[config.mk]
export PLATFORM = sky130hd
export DESIGN_NAME = jk_counter_bank_flat
export DESIGN_NICKNAME = d
export VERILOG_FILES = /design/src/rtl/jk_counter_bank_pkg.sv /design/src/rtl/jk_counter_bank_if.sv /design/src/rtl/jk_counter_bank_cell.sv /design/src/rtl/jk_counter_bank.sv /design/src/flat_wrapper.sv
export SDC_FILE = /design/constraint.sdc
export NUM_CORES = 1
export LEC_CHECK = 0
export ABC_AREA = 1
export CORE_ASPECT_RATIO = 1.75
export CORE_UTILIZATION = 40
export CTS_CLUSTER_SIZE = 16
export DETAILED_ROUTE_END_ITERATION = 10
export GPL_ROUTABILITY_DRIVEN = 0
export GPL_TIMING_DRIVEN = 0
export PLACE_DENSITY = 0.71
export SETUP_SLACK_MARGIN = 0.15
export SKIP_LAST_GASP = 1
export SLEW_MARGIN = 40
export SYNTH_ARGS = -nofsm -noshare
export SYNTH_HDL_FRONTEND = slang
export SYNTH_SLANG_ARGS = --single-unit
export TNS_END_PERCENT = 20
[constraint.sdc]
create_clock -name clk_i -period 1.91 [get_ports clk_i]
set_input_delay 0.191 -clock clk_i [delete_from_list [all_inputs] [get_ports clk_i]]
set_output_delay 0.191 -clock clk_i [all_outputs]
set_load 0.05 [all_outputs]
[src/rtl/jk_counter_bank_pkg.sv]
`default_nettype none
// ============================================================================
//  Module      : jk_pkg
//  Description : Shared mode encodings for the JK counter bank.
//  Revision    : 1.0 - initial release
// ============================================================================
package jk_pkg;

    // Operating mode selected per falling edge.
    typedef logic [1:0] jk_mode_t;

    localparam jk_mode_t JK_MODE_JK   = 2'b00;  // per-bit J/K update
    localparam jk_mode_t JK_MODE_UP   = 2'b01;  // count up modulo MODULUS
    localparam jk_mode_t JK_MODE_DOWN = 2'b10;  // count down modulo MODULUS
    localparam jk_mode_t JK_MODE_HOLD = 2'b11;  // hold value

endpackage : jk_pkg
`default_nettype wire

[src/rtl/jk_counter_bank_if.sv]
`default_nettype none
// ============================================================================
//  Module      : jk_counter_bank_if
//  Description : Control/data bundle between a controller and the JK counter
//                bank. Clock and preset stay outside as plain ports.
//  Revision    : 1.0 - initial release
// ============================================================================
interface jk_counter_bank_if
    import jk_pkg::*;
#(
    parameter int WIDTH = 8
);

    logic             clear_i;  // synchronous clear, active-low
    logic             en_i;     // update enable, 0 = hold
    jk_mode_t         mode_i;   // operating mode
    logic [WIDTH-1:0] j_i;      // per-bit J (JK mode only)
    logic [WIDTH-1:0] k_i;      // per-bit K (JK mode only)
    logic [WIDTH-1:0] q_o;      // register value
    logic [WIDTH-1:0] qn_o;     // inverted register value
    logic             tc_o;     // registered wrap pulse

    // Controller side: drives the controls, observes the register.
    modport master (
        output clear_i, en_i, mode_i, j_i, k_i,
        input  q_o, qn_o, tc_o
    );

    // Counter bank side.
    modport slave (
        input  clear_i, en_i, mode_i, j_i, k_i,
        output q_o, qn_o, tc_o
    );

endinterface : jk_counter_bank_if
`default_nettype wire

[src/rtl/jk_counter_bank_cell.sv]
`default_nettype none
// ============================================================================
//  Module      : jk_cell
//  Description : Single JK flip-flop, falling-edge clocked, asynchronous
//                active-low preset to a per-instance PRESET bit.
//  Revision    : 1.0 - initial release
// ============================================================================
module jk_cell #(
    parameter logic PRESET = 1'b0
) (
    input  wire logic clk_i,
    input  wire logic preset_i,
    input  wire logic j_i,
    input  wire logic k_i,
    output logic      q_o
);

    logic r_q;

    // JK update on the falling edge; preset wins asynchronously.
    always_ff @(negedge clk_i or negedge preset_i) begin
        if (!preset_i) begin
            r_q <= PRESET;
        end else begin
            case ({j_i, k_i})
                2'b01:   r_q <= 1'b0;   // reset
                2'b10:   r_q <= 1'b1;   // set
                2'b11:   r_q <= ~r_q;   // toggle
                default: r_q <= r_q;    // hold
            endcase
        end
    end

    assign q_o = r_q;

endmodule : jk_cell
`default_nettype wire

[src/rtl/jk_counter_bank.sv]
`default_nettype none
// ============================================================================
//  Module      : jk_counter_bank
//  Description : WIDTH-bit bank of JK cells that can run a per-bit JK update,
//                count up/down modulo MODULUS, or hold. Every mode is turned
//                into a J/K vector for the cell array; a registered tc_o
//                pulse marks each wrap.
//  Revision    : 1.0 - initial release
// ============================================================================
module jk_counter_bank
    import jk_pkg::*;
#(
    parameter int          WIDTH      = 8,
    // 33 bits so that MODULUS = 2**32 is representable for WIDTH = 32.
    parameter logic [32:0] MODULUS    = 33'd1 << WIDTH,
    parameter logic [32:0] PRESET_VAL = MODULUS - 33'd1
) (
    input  wire logic         clk_i,
    input  wire logic         preset_i,
    jk_counter_bank_if.slave  bus
);

    localparam logic [32:0]      c_MOD  = MODULUS;
    localparam logic [32:0]      c_LAST = MODULUS - 33'd1;
    localparam logic [WIDTH-1:0] c_MAX  = WIDTH'(MODULUS - 33'd1);
    localparam logic [WIDTH-1:0] c_ZERO = '0;
    localparam logic [WIDTH-1:0] c_ONE  = WIDTH'(1);

    logic [WIDTH-1:0] w_q;        // current register value from the cells
    logic [32:0]      w_q_ext;    // zero-extended for modulus comparisons
    logic [WIDTH-1:0] w_target;   // next value when not in raw JK mode
    logic             w_pass_jk;  // route j_i/k_i straight to the cells
    logic             w_tc_next;  // wrap detected this edge
    logic [WIDTH-1:0] w_j;
    logic [WIDTH-1:0] w_k;
    logic             r_tc;

    assign w_q_ext = 33'(w_q);

    // Next-value selection: clear, then enable, then mode.
    always_comb begin
        w_target  = w_q;
        w_pass_jk = 1'b0;
        w_tc_next = 1'b0;
        if (!bus.clear_i) begin
            w_target = c_ZERO;
        end else if (bus.en_i) begin
            case (bus.mode_i)
                JK_MODE_JK: begin
                    w_pass_jk = 1'b1;
                end
                JK_MODE_UP: begin
                    // Values at or above the last legal count wrap to zero.
                    if (w_q_ext >= c_LAST) begin
                        w_target  = c_ZERO;
                        w_tc_next = 1'b1;
                    end else begin
                        w_target = w_q + c_ONE;
                    end
                end
                JK_MODE_DOWN: begin
                    if (w_q == c_ZERO) begin
                        w_target  = c_MAX;
                        w_tc_next = 1'b1;
                    end else if (w_q_ext >= c_MOD) begin
                        // Out-of-range value left by JK mode: saturate
                        // back into range without signalling a wrap.
                        w_target = c_MAX;
                    end else begin
                        w_target = w_q - c_ONE;
                    end
                end
                default: begin
                    w_target = w_q;
                end
            endcase
        end
    end

    // A target value n is loaded into JK cells as J = n, K = ~n.
    assign w_j = w_pass_jk ? bus.j_i : w_target;
    assign w_k = w_pass_jk ? bus.k_i : ~w_target;

    // One JK cell per bit, each presetting to its bit of PRESET_VAL.
    generate
        for (genvar g = 0; g < WIDTH; g++) begin : g_cell
            jk_cell #(
                .PRESET (PRESET_VAL[g])
            ) u_cell (
                .clk_i    (clk_i),
                .preset_i (preset_i),
                .j_i      (w_j[g]),
                .k_i      (w_k[g]),
                .q_o      (w_q[g])
            );
        end
    endgenerate

    // Wrap pulse register; preset drops any pending pulse.
    always_ff @(negedge clk_i or negedge preset_i) begin
        if (!preset_i) begin
            r_tc <= 1'b0;
        end else begin
            r_tc <= w_tc_next;
        end
    end

    assign bus.q_o  = w_q;
    assign bus.qn_o = ~w_q;
    assign bus.tc_o = r_tc;

endmodule : jk_counter_bank
`default_nettype wire

[src/flat_wrapper.sv]
// flat-port wrapper written by rule: the top's interface ports become plain ports
module jk_counter_bank_flat import jk_pkg::*;
#(
    parameter int          WIDTH      = 8,
                                                                       
    parameter logic [32:0] MODULUS    = 33'd1 << WIDTH,
    parameter logic [32:0] PRESET_VAL = MODULUS - 33'd1
)
  (clk_i, preset_i, bus_clear_i, bus_en_i, bus_mode_i, bus_j_i, bus_k_i, bus_q_o, bus_qn_o, bus_tc_o);
  jk_counter_bank_if #(.WIDTH(WIDTH)) bus_i ();
  input  wire logic clk_i;
  input  wire logic preset_i;
  input wire logic [$bits(bus_i.clear_i)-1:0] bus_clear_i;
  input wire logic [$bits(bus_i.en_i)-1:0] bus_en_i;
  input wire logic [$bits(bus_i.mode_i)-1:0] bus_mode_i;
  input wire logic [$bits(bus_i.j_i)-1:0] bus_j_i;
  input wire logic [$bits(bus_i.k_i)-1:0] bus_k_i;
  output wire logic [$bits(bus_i.q_o)-1:0] bus_q_o;
  output wire logic [$bits(bus_i.qn_o)-1:0] bus_qn_o;
  output wire logic [$bits(bus_i.tc_o)-1:0] bus_tc_o;
  assign bus_i.clear_i = bus_clear_i;
  assign bus_i.en_i = bus_en_i;
  assign bus_i.mode_i = bus_mode_i;
  assign bus_i.j_i = bus_j_i;
  assign bus_i.k_i = bus_k_i;
  assign bus_q_o = bus_i.q_o;
  assign bus_qn_o = bus_i.qn_o;
  assign bus_tc_o = bus_i.tc_o;
  jk_counter_bank #(.WIDTH(WIDTH), .MODULUS(MODULUS), .PRESET_VAL(PRESET_VAL)) u_core (.clk_i(clk_i), .preset_i(preset_i), .bus(bus_i));
endmodule
Word-level counts from Yosys, hierarchy flattened
Cells that the tools add are included. W data, S select, Z words.

Register bits after elaboration: 9. Output and inout port bits: 17. Logic and storage cells: 83.

Add/sub/neg operators: 2. $lt $le $gt $ge: 2. Equal/unequal tests: 26. Mux-type cells: 24. Bitwise logic cells: 10. Reduce and logical (&&, ||, !) cells: 10.

Operators by type and width (number): $mux W8 (7); $eq A2 B2 Y1 const B (17); $pmux W1 S3 (8); $reduce_bool A3 Y1 (8); $eq A2 B1 Y1 const B (9); $not A8 Y8 (2); $pmux W8 S2 (1); $ge A8 B9 Y1 const B (1); $add A8 B1 Y8 const B (1); $ge A8 B8 Y1 const B (1); $logic_not A8 Y1 (1); $not A1 Y1 (8); $sub A8 B1 Y8 const B (1); $mux W1 (7); $logic_not A2 Y1 (1); $pmux W1 S2 (1).

Logic depth before layout (Yosys ltp)
Word-level depth: 10. Gate-level depth with buffers: 10. Gate-level depth less buffers: 10.

By module
From an unflattened synthesis, not the netlist that was laid out.

Cells, all modules: 213. Area, all modules: 1242.4 um^2.

By module, submodules not included: jk_counter_bank (times used 1, cells an instance 157, area each 852.1 um^2); jk_cell (times used 8, cells an instance 7, area each 48.8 um^2).

==> out/summary.txt <==
GR Util met3 -> 1.720%
CTS buffer count -> 3
Clock Latency Late Sink -> 300 ps
Row count -> 25
Nets -> 269
PD cells -> 650.7 nW/um^2
Placed Instances -> 242
Critical Path Start -> u_core.g_cell[5].u_cell.q_o
Seq/Total Area, Yosys -> 20.09%
Slack of the critical path -> -362.5 ps
Maximum vdd drop -> 0.0003342 V
CP Launch Type -> register
Synthesized area -> 1171 um^2
CP max FO -> 2
Met2 usage -> 45.12%
Crit-path cells -> buf_6 -> inv_8 -> buf_8
Residual DRC -> 0
Worst Hold Class -> reg -> reg
Clock Path Buffers -> 2
Wire per inst -> 14.23 um
Setup crit end kind -> output port
Slowest-stage cell, CP -> dfstp_2
ANT cells -> 0
Violated checks -> negative setup slack
Setup violations, final -> 26
Die area -> 3157 um^2
Vias/cell -> 5.352
Post-synthesis cell count -> 177
RSZ-0062 raised after global routing -> yes
First-pass GRT wire length -> 6189 um
Setup TNS -> -7961 ps
Worst slew pin tran -> 405.8 ps
Avg Cell Area, Syn -> 6.617 um^2
Hold Vio Cnt, Final -> 0
H-tree lvl count -> 1
Vias -> 1429
CP Class -> reg -> out
Initial antenna violation count -> 0
Syn nets -> 205
Vias in the first global route -> 1428
Max incr delay on CP -> 540 ps
Gr ovfl total -> 0
Fraction of layout cells with a size suffix above 1 -> 36.25%
Area growth syn-to-layout -> 60.04%
Final clock skew -> 51.74 ps
Detailed placement HPWL -> 2688 um
IO Port Bufs -> 38
Root buffer cell -> clkbuf_8
Max-slew violations -> 0
Leak Pwr -> 0.9105 nW
Worst slew margin -> 72.86%
CP required -> 1720 ps
Hold path startpoint -> u_core.g_cell[7].u_cell.q_o
Vert. Die Dim -> 73.58 um
Initial core utilization -> 42.55%
Distinct cells, synth -> 31
Post-place setup slack -> -862.6 ps
Gr busiest metal -> met2
Area of the core -> 2753 um^2
First-pass iteration count of the detailed router -> 4
Yosys reg bits -> 9
Max-Cap Viols -> 0
CP arrival -> 2080 ps
Overall global routing resource usage -> 25.71%
Iteration-0 DRC Markers -> 48
CTS tree -> built
Clk sinks -> 9
R2r startpoint -> u_core.g_cell[1].u_cell.q_o
Num ports -> 39
M1 GR Usage -> 29.26%
Number of routed nets with antenna violations -> 0
Final WL -> 3800 um
Die width -> 42.90 um
Final Non-Filler Cells -> 267
Post-layout util -> 68.09%
YS warnings -> 0
Largest net degree at the start of global routing -> 11
CTS clk-pin slew, worst paths -> 40 ps
Status -> finished, violations left
==> synth_stat cells <==
cell      instances  area share, %
or2_2             1           0.53
nand3_2           1           0.85
nor2_4            2            1.9
a21oi_1          10            4.3
o22ai_1           1           0.53
nand2_4           1           0.96
o211ai_1          7            4.5
a211oi_1          1           0.64
nand3b_1          1           0.64
o21ai_1           2           0.85
ha_1              6            6.4
inv_2             6            1.9
dfrtn_1           1            2.1
nand2_1          48             15
nor2_2            2            1.1
buf_4             9            5.8
nor2_8            1            1.7
dfstp_2           8             18
buf_2             1           0.43
inv_6             1           0.75
inv_4             2            1.1
o21ai_0           9            3.8
nand4_1           2            1.1
inv_1            13            4.2
nor3_2            1           0.85
a21oi_2           2            1.5
xor2_1            1           0.75
buf_6             5            4.8
nand3_1          21            9.0
nand2_2           1           0.53
nor2_1           10            3.2
==> final cells by class <==
type | count | area [um^2]
sequential | 9 | 235.2
inverter | 21 | 121.4
clock buffer | 4 | 45.04
multi-input combinational | 131 | 750.7
timing repair buffer | 52 | 511.7
tap | 27 | 33.78
buffer | 15 | 146.4
clock inverter | 8 | 30.03
fill | 241 | 878.3
==> cell families (layout without fill, tap and decap cells) <==
kind of cell               count (synthesis)  count (layout)  share of synthesized area, %
AOI/OAI and AO/OA                         32              32                         16.13
DFF                                        9               9                         20.08
xor gates and xnor gates                   1               1                        0.7480
adders and majority gates                  6               6                         6.410
buffers and inverters                     37             100                         18.91
and+or+nand+nor                           92              92                         37.71
==> final timing paths <==
kind	endpoint	slack, ps	depth (start not counted)
setup / recovery	bus_qn_o[5]	-360	3
hold / removal	u_core.g_cell[7].u_cell.q_o	670	4
setup reg to reg	u_core.g_cell[6].u_cell.q_o	200	10
hold reg to reg	u_core.g_cell[7].u_cell.q_o	670	4
max in group asynchronous	u_core.g_cell[4].u_cell.q_o	430	1
min in group asynchronous	u_core.bus.tc_o	1080	1
==> per-stage QoR <==
| stage | power (mW) | instance area, um^2 | hold slack [ps] |
|---|---|---|---|
| 4_1_cts | 1.197 | 1828 | 662.7 |
| 3_3_place_gp | 0.8645 | 1647 | 620.8 |
| 3_5_place_dp | 0.8777 | 1647 | 636.5 |
| 5_1_grt | 1.309 | 1874 | 721.5 |
| 2_1_floorplan | 0.6983 | 1232 | 579.8 |
| 6_report | 1.220 | 1874 | 665.3 |
==> timing repair <==
action | 4_1_cts | 5_1_grt
gates resized for setup | 123 | 6
setup endpoints to repair | 26 | 26
pin swaps | 0 | 0
buffers inserted | 10 | 4
hold buffers | 0 | 0
==> cells in the final DEF (no fill, tap or decap), types with 2 or more instances in the layout <==
cell type and instances:
nor2_4 2, nand3_1 21, dfstp_2 8, nand2_1 47, clkbuf_8 3, inv_2 6
clkdlybuf4s50_1 19, a21oi_1 9, inv_8 2, o21ai_1 6, buf_4 25, a21oi_2 2
nor2_2 3, inv_4 2, nand2_4 2, inv_6 2, buf_8 7, o211ai_1 7
nor2_1 9, buf_6 13, ha_1 4, inv_1 16, nand4_1 2, o21ai_0 5
dlygate4sd2_1 2
==> flip-flops by register name, summed over array words and instances, names as in the netlist <==
signal / flops
u_core.g_cell.u_cell.q_o: 8
u_core.bus.tc_o: 1
==> power by group <==
| group | internal (mW) | switching [mW] | leakage [nW] |
|---|---|---|---|
| logic | 0.292 | 0.404 | 0.748 |
| registers | 0.222 | 0.0161 | 0.0971 |
| clock network | 0.169 | 0.116 | 0.0654 |
| total | 0.683 | 0.536 | 0.911 |
==> critical path, delay by kind of cell, from the launching register on <==
| kind | cells | cell delay (ps) |
|---|---|---|
| flip-flops | 1 | 540 |
| buffers and inverters | 3 | 280 |
==> metal layers <==
metal  wire length, um  vias to the layer above
li1                  -                      694
met1              1415                      657
met2              2051                       65
met3               185                       13
met4               148                        0
met5                 0                        -
No activity file was read; power rests on OpenSTA's default activity.
